File: src/rtl/cpu_output_serializer.sv
// cpu_output_serializer
//   Captures 32-bit words strobed out of the cpu into a FIFO and drains them
//   as big-endian bytes over a valid/ready byte link. Words strobed while the
//   FIFO is full are dropped and flagged on a sticky overflow bit.
//
// Ports
//   clk, rst          : system clock, synchronous active-high reset
//   cpu_output_data   : word from the cpu
//   cpu_output_ready  : one-cycle write strobe from the cpu (no acknowledge)
//   byte_data/valid   : byte to sink, MSB of the word first
//   byte_ready        : sink accepts byte this cycle
//   fifo_count        : words held in FIFO (excludes word in the serializer)
//   fifo_full/empty   : FIFO status
//   overflow          : sticky, at least one word was dropped
//   busy              : serializer sending or FIFO non-empty
module cpu_output_serializer #(
    parameter int DEPTH  = 8,
    parameter int ADDR_W = 3
) (
    input  logic              clk,
    input  logic              rst,
    input  logic [31:0]       cpu_output_data,
    input  logic              cpu_output_ready,
    output logic [7:0]        byte_data,
    output logic              byte_valid,
    input  logic              byte_ready,
    output logic [ADDR_W:0]   fifo_count,
    output logic              fifo_full,
    output logic              fifo_empty,
    output logic              overflow,
    output logic              busy
);

    typedef enum logic {S_IDLE, S_SEND} state_t;

    localparam logic [ADDR_W:0]   C_FULL    = (ADDR_W+1)'(DEPTH);
    localparam logic [ADDR_W-1:0] C_PTR_ONE = 1;

    logic [31:0]       r_mem [DEPTH];
    logic [ADDR_W-1:0] r_wr_ptr;
    logic [ADDR_W-1:0] r_rd_ptr;
    logic [ADDR_W:0]   r_count;
    logic              r_overflow;
    state_t            r_state;
    logic [31:0]       r_sh;
    logic [1:0]        r_byte_idx;

    state_t            w_next_state;
    logic              w_load;
    logic              w_shift;
    logic              w_push;

    assign fifo_count = r_count;
    assign fifo_full  = (r_count == C_FULL);
    assign fifo_empty = (r_count == '0);
    assign overflow   = r_overflow;
    assign byte_valid = (r_state == S_SEND);
    assign byte_data  = r_sh[31:24];
    assign busy       = (r_state == S_SEND) | ~fifo_empty;

    // Full is judged on pre-edge state, so a pop on the same edge never
    // rescues a strobe into a full FIFO.
    assign w_push = cpu_output_ready & ~fifo_full;

    // FIFO storage and pointers
    always_ff @(posedge clk) begin
        if (w_push) begin
            r_mem[r_wr_ptr] <= cpu_output_data;
        end
    end

    always_ff @(posedge clk) begin
        if (rst) begin
            r_wr_ptr   <= '0;
            r_rd_ptr   <= '0;
            r_count    <= '0;
            r_overflow <= 1'b0;
        end else begin
            if (w_push) begin
                r_wr_ptr <= r_wr_ptr + C_PTR_ONE;
            end
            if (w_load) begin
                r_rd_ptr <= r_rd_ptr + C_PTR_ONE;
            end
            if (cpu_output_ready && fifo_full) begin
                r_overflow <= 1'b1;
            end
            case ({w_push, w_load})
                2'b10:   r_count <= r_count + 1'b1;
                2'b01:   r_count <= r_count - 1'b1;
                default: r_count <= r_count;
            endcase
        end
    end

    // Serializer state register
    always_ff @(posedge clk) begin
        if (rst) begin
            r_state <= S_IDLE;
        end else begin
            r_state <= w_next_state;
        end
    end

    // Next state and datapath controls. The last byte of a word reloads
    // directly from the FIFO so back-to-back words have no bubble.
    always_comb begin
        w_next_state = r_state;
        w_load       = 1'b0;
        w_shift      = 1'b0;
        case (r_state)
            S_IDLE: begin
                if (!fifo_empty) begin
                    w_load       = 1'b1;
                    w_next_state = S_SEND;
                end
            end
            S_SEND: begin
                if (byte_ready) begin
                    if (r_byte_idx == 2'd3) begin
                        if (!fifo_empty) begin
                            w_load = 1'b1;
                        end else begin
                            w_next_state = S_IDLE;
                        end
                    end else begin
                        w_shift = 1'b1;
                    end
                end
            end
            default: w_next_state = S_IDLE;
        endcase
    end

    // Shift register: top byte is always the byte on offer
    always_ff @(posedge clk) begin
        if (rst) begin
            r_sh       <= '0;
            r_byte_idx <= '0;
        end else if (w_load) begin
            r_sh       <= r_mem[r_rd_ptr];
            r_byte_idx <= '0;
        end else if (w_shift) begin
            r_sh       <= {r_sh[23:0], 8'h00};
            r_byte_idx <= r_byte_idx + 1'b1;
        end
    end

endmodule
File: config.mk
export PLATFORM = sky130hd
export DESIGN_NAME = cpu_output_serializer
export DESIGN_NICKNAME = d
export VERILOG_FILES = /design/src/rtl/cpu_output_serializer.sv
export SDC_FILE = /design/constraint.sdc
export NUM_CORES = 1
export LEC_CHECK = 0
export BUFFER_PORTS_ARGS = -buffer_cell sky130_fd_sc_hd__buf_2
export CORE_ASPECT_RATIO = 1.5
export CORE_MARGIN = 8
export CORE_UTILIZATION = 55
export DETAILED_ROUTE_END_ITERATION = 16
export PLACE_DENSITY = 0.84
export SKIP_LAST_GASP = 1
export SLEW_MARGIN = 10
export SYNTH_ARGS = -nofsm -noshare
export SYNTH_HDL_FRONTEND = slang
export SYNTH_SLANG_ARGS = --single-unit
File: constraint.sdc
create_clock -name clk -period 4 [get_ports clk]
set_clock_uncertainty 0.05 [all_clocks]
set_input_delay 0.6 -clock clk [delete_from_list [all_inputs] [get_ports clk]]
set_output_delay 0.6 -clock clk [all_outputs]
set_load 0.005 [all_outputs]
==> After elaboration in Yosys (flattened, before gate mapping) <==
Memory sizes are Yosys's and may differ from the RTL's. A register that Yosys moved wholly into a read port is not among the register bits.
Cells that the tools add are included.
{ "word_totals": {"output_inout_bits": 17, "ram_bits": 256, "mem_count": 1, "inputBits": 36, "wordCells": 44, "register_bits": 46} }
{ "memory_table": {"columns": ["memory", "depth", "width", "rd", "rd_clocked_by_memory_dff", "wr", "line", "source"], "rows": [
  ["r_mem", 8, 32, 1, 1, 1, "39", "logic [31:0] r_mem [DEPTH];"]
]} }
{ "classes": {"n_mux": 17, "n_eq_ne": 4, "bitwise_logic": 5, "reduce_logical": 5, "n_addsub": 5} }
{ "ops": {"columns": ["cell", "count"], "rows": [
  ["$mux 32", 2],
  ["$mux 1", 10],
  ["$pmux 4 s2", 1],
  ["$add 3x1->3 const B", 2],
  ["$mux 3", 2],
  ["$add 4x1->4 const B", 1],
  ["$eq 2x2->1 const B", 2],
  ["$eq 4x4->1 const B", 1],
  ["$logic_not 4->1", 1],
  ["$pmux 1 s2", 2],
  ["$reduce_bool 2->1", 2],
  ["$sub 4x1->4 const B", 1],
  ["$not 1->1", 3],
  ["$add 2x1->2 const B", 1],
  ["$eq 2x1->1 const B", 1],
  ["$reduce_or 2->1", 1],
  ["$and 1x1->1", 1],
  ["$logic_and 1x1->1", 1],
  ["$or 1x1->1", 1]
]} }

==> Longest topological paths before layout <==
Gate-level depths: netlist of the first run.
{ "logic_depth": {"depth_word": 7, "depth_mapped": 12, "ltp_nobuf": 11} }

==> Worst setup path after synthesis of the first run <==
OpenSTA, ideal clock, no wires.
{ "synth_timing": {"path_type": "register -> register", "from": "register r_count[1], in the netlist fifo_count[1]", "to": "memory r_mem[0][0], enable pin", "setup_ns": 0.501, "slack_ns": -0.437, "synth_period_minus_slack_ns": 4.437, "path_buffers": 2, "path_stages_with_launch": 6, "required_ns": 3.449, "arrival_time_ns": 3.885, "cell_sequence": "dfxtp_1 buf_6 or4b_2 buf_2 nand2_2 nor4_1"} }
{ "synth_via": {"elab_chain_cells": 5} }
{ "synth_rtl": {"columns": ["element", "line", "source"], "rows": [
  ["start: declaration", "42", "logic [ADDR_W:0] r_count;"],
  ["start signal: assignment", "89", "2'b10: r_count <= r_count + 1'b1;"],
  ["start signal: assignment", "90", "2'b01: r_count <= r_count - 1'b1;"],
  ["start signal: assignment", "91", "default: r_count <= r_count;"],
  ["$eq 4x4->1", "54", "assign fifo_full = (r_count == C_FULL);"],
  ["$not 1->1", "63", "assign w_push = cpu_output_ready & ~fifo_full;"],
  ["$and 1x1->1", "63", null],
  ["$mux 1", "67", "if (w_push) begin"],
  ["$mux 1 (not written as such)", "68", "r_mem[r_wr_ptr] <= cpu_output_data;"],
  ["end: declaration", "39", null]
]} }
Every way passes these cells.

==> Worst setup path in the final report of the first run <==
{ "layout_timing": {"from": "register r_count[1], in the netlist fifo_count[1]", "to": "register r_count[3], in the netlist fifo_count[3]"} }
{ "layout_via": {"elab_chain_cells": 7, "word_cells_on_any_way": 14, "classes_between": "add/sub (2); eq/ne (3); mux (5); bitwise (2); reduce/logical (2)"} }
{ "layout_rtl": {"columns": ["element", "line", "source"], "rows": [
  ["$logic_not 4->1", "55", "assign fifo_empty = (r_count == '0);"],
  ["$mux 1", "113, 121", null],
  ["$mux 1", "120", "if (r_byte_idx == 2'd3) begin"],
  ["$mux 1", "119", "if (byte_ready) begin"],
  ["$pmux 1 s2", "111", "case (r_state)"],
  ["$eq 2x1->1 / $eq 2x2->1 (equally long branches)", "88", "case ({w_push, w_load})"],
  ["$pmux 4 s2 / $reduce_bool 2->1 (equally long branches)", null, null]
]} }
Parallel ways exist; a longest one is shown, timed or not.
A chain may end at the register's enable or synchronous reset.

==> reports/qor.yml, run 1 <==
status: "complete, no violations"
die_h_um: 196
worstSetupEndpointType: "flip-flop"
tightestPinTransition_ns: 1.09
layout_min_cycle_time_ns: 3.01
grt-ovfl-total: 0
antenna_cells: 0
synthArstFlopShare_pct: 0
power_density_mw_per_mm2: 664
final_nets: 713
finalHoldViolCount: 0
syn_avg_cell_area_um2: 19.2
hp-start: "cpu_output_data[5]"
max-vdd-ir-drop_uv: 348
grt.total_usage_pct: 18.8
insertion_delay_ns: 0.54
synth_edf_count: 256
reg2reg_slack_ns: 0.99
ys_ff_latch: 305
grt_max_degree: 52
worstSetupStartpoint: "fifo_count[1]"
vias: 6096
fin_ws_ns: 0.989
rsz0062_at_grt: "false"
htreeDepth: 1
root_buffer: "clkbuf_16"
p_leak_uw: 0.00428
syn_inst: 617
crit_required_ns: 4.37
slew_viol_final: 0
start_util_pct: 56.1
post-cts-setup-buffers: 0
routed_wl_mm: 24.9
clk_pin_slew_ns: 0.06
crit_arrival_ns: 3.38
min_path_type: "in2reg"
dieWidth_um: 136
fill_cells: 1345
slew_headroom_pct: 27.6
dr.pass1.iters: 5
fmax_mhz: 332
fp-row-count: 65
ys_dominant_reg_cell: "edfxtp_1"
ys_types: 43
cts_hold_buf: 0
synthToLayoutAreaGrowth_pct: 12.2
cts_tree: "built"
drive_above_1_share_pct: 32.0
crit_type: "reg2reg"
crit_fanout: 9
worst_setup_path_start_kind: "flip-flop"
cts_buffer_depth: 3
port_buffers: 52
numCtsBuffers: 27
ys_seq_area_share_pct: 73.3
numClockSinks: 305
fin_crit_sh_pct: 75.3
rr_startpoint: "fifo_count[1]"
ys_warn_count: 0
hpwl_mm: 14.7
dp_slack_ns: 1.05
dieArea_mm2: 0.0265
grt_pass1_vias: 6490
fin_setup_tns_ns: 0
maxCapViolCount: 0
ctsResizeCount: 0
final_antenna_net_count: 0
syn_area_mm2: 0.0118
drcViolationCount: 0
drtIter0Drc: 605
antenna_found_initial: 0
grt_pass1_wl_mm: 38.0
gp_congestion: 0.779
wl_per_cell_um: 26.0
via_per_inst: 6.36
io_pins: 53
setup-violations-final: 0
core-area_mm2: 0.0211
syn_nets: 659
==> layer usage <==
metal  vias up  track usage [%]  part of all wire, %  wire [µm]
met4         0             8.30                  3.6        894
met2       298             32.6                   54      13400
met3        68             2.90                  6.5       1620
met5         -                0                    0          0
li1       2590                -                    -          -
met1      3140             22.5                   36       9010
==> worst max-delay path, cell delays in order (launching register included) <==
cell and delay (ns):
dfxtp_1 0.39, or4b_2 0.75, nand2_2 0.25, ha_1 0.37
nor4b_1 0.42, o21ai_0 0.20, o31ai_1 0.11, mux2_2 0.36
==> cell usage in the layout (no fill, tap or decap), drive strengths merged, types with 2 or more instances in the layout <==
cell	synthesis	final
inv	4	5
clkinv	0	6
nand3b	3	3
nand3	5	5
o22ai	21	21
mux2i	10	10
a311oi	23	23
a21oi	7	7
mux2	2	2
edfxtp	256	256
mux4	64	64
buf	31	71
xnor2	2	2
dfxtp	49	49
nor3	6	6
bufinv	0	2
a211oi	2	2
ha	6	6
nand2b	5	5
nor2	12	12
clkbuf	15	39
nand4b	8	8
nor2b	4	4
nand2	54	54
o21ai	12	12
xor2	6	6
==> synthesized netlist by cell type, types with 7 or more instances <==
cell type	instances	area [µm²]
buf_4	15	113
o21ai_0	11	55.1
dfxtp_1	49	981
mux2i_1	10	100
a311oi_2	20	300
edfxtp_1	256	7690
buf_2	11	55.1
nand2_1	52	195
o22ai_1	21	131
nor2_1	12	45.0
nand4b_1	8	70.1
mux4_2	64	1440
a21oi_1	7	35.0
clkbuf_1	14	52.6
==> registers in the layout, summed over array words and instances (netlist names), named ones only <==
name,flops
r_sh,32
r_mem,256
fifo_count,4
byte_valid,1
overflow,1
r_wr_ptr,3
r_rd_ptr,3
r_byte_idx,2
==> path summary, 6_finish.rpt <==
check                                     end  cells after the start
worst max-delay path            fifo_count[3]                      7
worst min-delay path              r_mem[6][5]                      1
worst max register to register  fifo_count[3]                      7
worst min register to register       overflow                      2
==> area by class of cell <==
| cell class | instances | area, µm² | area share (%) |
|---|---|---|---|
| inverters | 4 | 15.0 | 0.113 |
| multi-input cells | 262 | 2900 | 21.9 |
| well taps | 268 | 335 | 2.53 |
| flip-flops and latches | 305 | 8670 | 65.4 |
| repair buffers | 71 | 403 | 3.04 |
| clock buffers | 39 | 822 | 6.20 |
| clock inverters | 10 | 114 | 0.858 |
==> power by group <==
group          switching [µW]  internal [µW]
Sequential                331           3840
Combinational            1110            869
Clock                    1100           1560
==> cells by family (layout without fill, tap and decap cells) <==
kind of cell / count (synthesis) / in the layout / synth area share, %
xor gates and xnor gates: 8 / 8 / 0.593
adders and majority gates: 6 / 6 / 0.635
AOI/OAI and AO/OA: 68 / 68 / 5.03
and+or+nand+nor: 104 / 104 / 4.59
DFF: 305 / 305 / 73.3
buffers and inverters: 50 / 124 / 2.58
muxes: 76 / 76 / 13.2
==> through the flow <==
| stage | power [µW] | area (µm²) | hold slack (ns) | cells | utilization (%) |
|---|---|---|---|---|---|
| after global routing | 9130 | 13300 | 0.286 | 959 | 63.0 |
| after global placement | 6080 | 12300 | 0.399 | 910 | 58.5 |
| final | 8810 | 13300 | 0.285 | 959 | 63.0 |
| after detailed placement | 6210 | 12300 | 0.407 | 910 | 58.5 |
| after floorplan | 5680 | 11800 | 0.404 | 617 | - |
| after CTS | 8860 | 13300 | 0.276 | 959 | 63.0 |
(Power assumes the default switching activity.)
==> inputs of run 2 (changes only) <==
--- a/config.mk
+++ b/config.mk
@@ -8,7 +8,7 @@
 export BUFFER_PORTS_ARGS = -buffer_cell sky130_fd_sc_hd__buf_2
 export CORE_ASPECT_RATIO = 1.5
 export CORE_MARGIN = 8
-export CORE_UTILIZATION = 55
+export CORE_UTILIZATION = 57
 export DETAILED_ROUTE_END_ITERATION = 16
 export PLACE_DENSITY = 0.84
 export SKIP_LAST_GASP = 1
==> constraint.sdc (replaced) <==
create_clock -name clk -period 2.9 [get_ports clk]
set_clock_uncertainty 0.05 [all_clocks]
set_input_delay 0.435 -clock clk [delete_from_list [all_inputs] [get_ports clk]]
set_output_delay 0.435 -clock clk [all_outputs]
set_load 0.005 [all_outputs]
==> reports/qor.yml, run 2 (synthesized netlist as in run 1, its figures left out) <==
finalHoldViolCount: 0  # unchanged
rr_endpoint: "fifo_count[3]"
stdcell_area_mm2: 0.0132  # -0.62%
htreeDepth: 1  # unchanged
drive_above_1_share_pct: 31.3  # -0.63 points
min_path_type: "in2reg"
clk_pin_slew_ns: 0.07  # about the same
rsz0062_at_grt: "false"
worstSetupEndpointType: "flip-flop"
grt.total_usage_pct: 19.1  # +0.31 points
top_register: "r_mem"
slew_headroom_pct: 23.1  # -4.4 points
dpl_cell_area_mm2: 0.0123  # about the same
crit_type: "reg2reg"
insertion_delay_ns: 0.53  # about the same
power_density_mw_per_mm2: 902  # +36%
reg2regPathDepth: 7  # unchanged
placed_cells: 905  # -0.55%
grt_max_degree: 35  # -33%
cts_hold_buf: 0  # unchanged
status: "complete, no violations"
fmax_mhz: 364  # +9.7%
port_buffers: 52  # unchanged
drcViolationCount: 0  # unchanged
io_pins: 53  # unchanged
dieArea_mm2: 0.0257  # -3.2%
dieWidth_um: 134  # -1.6%
ctsResizeCount: 0  # unchanged
layout_common_cells: "edfxtp_1, mux4_2, nand2_1, buf_2, dfxtp_1"
vias: 6051  # -0.74%
reg2reg_slack_ns: 0.16  # -0.83 ns
drtIter0Drc: 628  # +3.8%
tightestPinTransition_ns: 1.15  # +0.0637 ns
rr_startpoint: "fifo_count[1]"
crit_arrival_ns: 3.12  # -0.26 ns
crit_end: "fifo_count[3]"
cts_tree: "built"
hpwl_mm: 14.2  # -3.4%
synthToLayoutAreaGrowth_pct: 11.5
numClockSinks: 305  # unchanged
gp_congestion: 0.825  # +5.8%
die_h_um: 192  # -1.6%
max-vdd-ir-drop_uv: 533  # +53%
worst_setup_path_start_kind: "flip-flop"
fin_cells: 954  # -0.52%
crit_fanout: 9  # unchanged
wl_per_cell_um: 25.4  # -2.0%
fill_cells: 1293  # -3.9%
final_antenna_net_count: 0  # unchanged
layout_min_cycle_time_ns: 2.74  # -0.267 ns
largest_reg_flops: 256  # unchanged
crit_required_ns: 3.27  # -1.10 ns
numCtsBuffers: 26  # -3.7%
cts_buffer_depth: 3  # unchanged
via_per_inst: 6.34  # -0.22%
grt_pass1_vias: 6446  # -0.68%
final_nets: 711  # -0.28%
final_common_cell: "edfxtp_1"
post-cts-setup-buffers: 0  # unchanged
routed_wl_mm: 24.3  # -2.5%
maxCapViolCount: 0  # unchanged
holdWs_ns: 0.114  # -0.171 ns
setup-violations-final: 0  # unchanged
grt-ovfl-total: 0  # unchanged
slew_viol_final: 0  # unchanged
antenna_found_initial: 3  # +3
p_leak_uw: 0.00421  # -1.5%
fp-row-count: 64  # -1.5%
dr.pass1.iters: 5  # unchanged
core-area_mm2: 0.0204  # -3.1%
worstSetupStartpoint: "fifo_count[1]"
start_util_pct: 57.9  # +1.8 points
grt_pass1_wl_mm: 37.5  # -1.3%
fin_crit_sh_pct: 94.6  # +19 points
root_buffer: "clkbuf_16"
[run 2: cell count changes in the layout (fill, tap and decap cells not counted), sizes merged]
| cell | delta |
|---|---|
| diode | +1 |
| clkbuf | -4 |
| buf | -1 |
| clkinv | +1 |
| bufinv | -1 |
| clkinvlp | +3 |
[run 2: critical path, cell delays in order, from the launching register on]
cell	delay (ns)
dfxtp_1	0.40
or4b_2	0.74
nand2_2	0.13
ha_1	0.33
nor4bb_1	0.35
o21ai_0	0.17
o31ai_1	0.10
mux2_2	0.37
[run 2: worst min path at each step]
stage                        start            to  slack (ns)  cells after the start
5_1_grt        cpu_output_data[12]  r_mem[7][12]        0.11                      1
3_5_place_dp              overflow      overflow        0.42                      2
2_1_floorplan          r_rd_ptr[1]     flip-flop        0.40                      2
4_1_cts        cpu_output_data[11]  r_mem[0][11]         0.1                      1
6_report        cpu_output_data[6]   r_mem[4][6]        0.11                      1
3_3_place_gp              overflow      overflow        0.40                      2
[run 2: where the power goes]
group	internal, µW	switching, µW	total [µW]
registers	5300	340	5640
clock network	1880	1520	3410
logic	1230	1620	2850
[run 2: final cells by class]
| type | instances | area [µm²] | area share (%) |
|---|---|---|---|
| flip-flops and latches | 305 | 8680 | 65.8 |
| clock inverters | 13 | 106 | 0.807 |
| multi-input cells | 262 | 2910 | 22.1 |
| repair buffers | 70 | 408 | 3.09 |
| inverters | 4 | 15.0 | 0.114 |
| well taps | 264 | 330 | 2.51 |
| diodes | 1 | 2.50 | 0.0190 |
| clock buffers | 35 | 736 | 5.58 |
[run 2: routing by layer]
metal / wire (µm) / up-vias / global-route usage [%]
met3: 1500 / 75 / 2.92
met4: 997 / 2 / 8.97
met2: 12900 / 273 / 34.3
li1: - / 2594 / -
met5: 8 / - / 0
met1: 8840 / 3107 / 22.1
[run 2: through the flow]
step                      TNS (ns)  total power, µW  worst slack (ns)  util (%)
final                            0            11900             0.156      64.6
after global routing             0            12300            0.0441      64.6
after CTS                        0            12000             0.162      64.6
after detailed placement         0             8550             0.209      60.4
after global placement           0             8380             0.343      60.4
after floorplan             -72.21             7830            -0.692         -
==> inputs of run 3 (changes only) <==
--- a/config.mk
+++ b/config.mk
@@ -9,6 +9,7 @@
 export CORE_ASPECT_RATIO = 1.5
 export CORE_MARGIN = 8
 export CORE_UTILIZATION = 57
+export CTS_BUF_LIST = sky130_fd_sc_hd__clkbuf_8
 export DETAILED_ROUTE_END_ITERATION = 16
 export PLACE_DENSITY = 0.84
 export SKIP_LAST_GASP = 1
==> reports/qor.yml, run 3 (synthesized netlist as in run 1, its figures left out) <==
status: "complete, no violations"
clk_pin_slew_ns: 0.07  # about the same
antenna_found_initial: 2  # -1
path_cells: "or4b_2 -> nand2_2 -> ha_1 -> nor4bb_1 -> o21ai_0 -> o31ai_1 -> mux2_2"
core-area_mm2: 0.0204  # unchanged
gp_congestion: 0.825  # unchanged
vias: 5974  # -1.3%
dr.pass1.iters: 5  # unchanged
dieWidth_um: 134  # unchanged
fmax_mhz: 366  # +0.50%
maxCapViolCount: 0  # unchanged
grt.total_usage_pct: 18.6  # -0.49 points
cts_hold_buf: 0  # unchanged
crit_fanout: 9  # unchanged
insertion_delay_ns: 0.52  # about the same
reg2reg_slack_ns: 0.17  # about the same
worstSetupStartpoint: "fifo_count[1]"
drtIter0Drc: 623  # -0.80%
slew_viol_final: 0  # unchanged
final_common_cell: "edfxtp_1"
worstSetupEndpointType: "flip-flop"
reg2regPathDepth: 7  # unchanged
grt_pass1_vias: 6538  # +1.4%
post-cts-setup-buffers: 0  # unchanged
fin_crit_sh_pct: 94.2  # -0.47 points
numCtsBuffers: 42  # +62%
grt_max_degree: 35  # unchanged
largest_reg_flops: 256  # unchanged
p_leak_uw: 0.00428  # +1.7%
die_h_um: 192  # unchanged
max-vdd-ir-drop_uv: 481  # -9.7%
fin_ws_ns: 0.170  # +0.0137 ns
min_path_type: "in2reg"
layout_common_cells: "edfxtp_1, mux4_2, nand2_1, buf_2, dfxtp_1"
final_nets: 727  # +2.3%
finalHoldViolCount: 0  # unchanged
cts_tree: "built"
fp-row-count: 64  # unchanged
power_density_mw_per_mm2: 875  # -3.0%
hpwl_mm: 14.2  # unchanged
port_buffers: 52  # unchanged
grt-ovfl-total: 0  # unchanged
dieArea_mm2: 0.0257  # unchanged
fin_util_pct: 64.3  # -0.28 points
io_pins: 53  # unchanged
rr_endpoint: "fifo_count[3]"
crit_end: "fifo_count[3]"
start_util_pct: 57.9  # unchanged
ctsResizeCount: 0  # unchanged
slowest_delay_ns: 0.74  # about the same
crit_arrival_ns: 3.09  # -0.03 ns
routed_wl_mm: 23.3  # -3.9%
top_register: "r_mem"
numClockSinks: 305  # unchanged
slowest_stage: "or4b_2"
dp_slack_ns: 0.209  # unchanged
drcViolationCount: 0  # unchanged
layout_min_cycle_time_ns: 2.73  # -0.0137 ns
dpl_cell_area_mm2: 0.0123  # unchanged
htreeDepth: 2  # +1
root_buffer: "clkbuf_8"
grt_pass1_wl_mm: 36.7  # -2.2%
stdcell_area_mm2: 0.0131  # -0.43%
cts_buffer_depth: 3  # unchanged
synthToLayoutAreaGrowth_pct: 11.1
via_per_inst: 6.08  # -4.2%
rsz0062_at_grt: "false"
drive_above_1_share_pct: 31.6  # +0.27 points
rr_startpoint: "fifo_count[1]"
crit_required_ns: 3.26  # about the same
tightestPinTransition_ns: 1.15  # +0.000430 ns
setup-violations-final: 0  # unchanged
final_antenna_net_count: 0  # unchanged
crit_type: "reg2reg"
slew_headroom_pct: 23.1  # -0.029 points
worst_setup_path_start_kind: "flip-flop"
wl_per_cell_um: 23.7  # -6.8%
## run 3: cell types whose count changed in the layout (fill, tap and decap cells not counted), sizes merged
cell,delta
inv,+19
clkbuf,+11
clkinv,+2
clkinvlp,-3
## run 3: cell type report
class | instances | area, µm²
diodes | 1 | 2.50
clock buffers | 46 | 633
clock inverters | 31 | 153
fillers | 1297 | 7290
inverters | 4 | 15.0
multi-input cells | 262 | 2910
flip-flops and latches | 305 | 8680
well taps | 264 | 330
repair buffers | 70 | 408
## run 3: worst max-delay path, delay by kind of cell (launching register included)
family                   cells  cell delay (ns)
AND/OR/NAND/NOR              3             1.22
flip-flops                   1             0.39
adder cells (fa/ha/maj)      1             0.33
AO/OA/AOI/OAI                2             0.27
multiplexers                 1             0.36
## run 3: per-stage QoR
step | power, µW | std cells | hold slack (ns) | TNS (ns)
3_5_place_dp | 8550 | 905 | 0.421 | 0
6_report | 11500 | 983 | 0.131 | 0
3_3_place_gp | 8380 | 905 | 0.398 | 0
5_1_grt | 12000 | 983 | 0.123 | 0
2_1_floorplan | 7830 | 617 | 0.404 | -72.21
4_1_cts | 11600 | 982 | 0.108 | 0
## run 3: per-layer routing
layer / up-vias / wire (µm) / global-route usage (%) / part of all wire (%)
li1: 2636 / - / - / -
met1: 3041 / 8530 / 21.1 / 37
met2: 232 / 12500 / 33.1 / 54
met3: 65 / 1280 / 2.89 / 5.5
met4: 0 / 951 / 10.5 / 4.1
met5: - / 0 / 0 / 0
## run 3: worst min path at each step
stage | start | to | slack [ns] | cells past startpoint
after floorplan | r_rd_ptr[1] | flip-flop | 0.40 | 2
after global placement | overflow | overflow | 0.40 | 2
after detailed placement | overflow | overflow | 0.42 | 2
after CTS | cpu_output_data[11] | r_mem[2][11] | 0.11 | 1
after global routing | cpu_output_data[5] | r_mem[3][5] | 0.12 | 1
final | cpu_output_data[11] | r_mem[0][11] | 0.13 | 1
## run 3: where the power goes
group / internal [µW] / switching [µW]
combinational: 1230 / 1590
sequential: 5300 / 331
clock: 1550 / 1490
total: 8080 / 3410
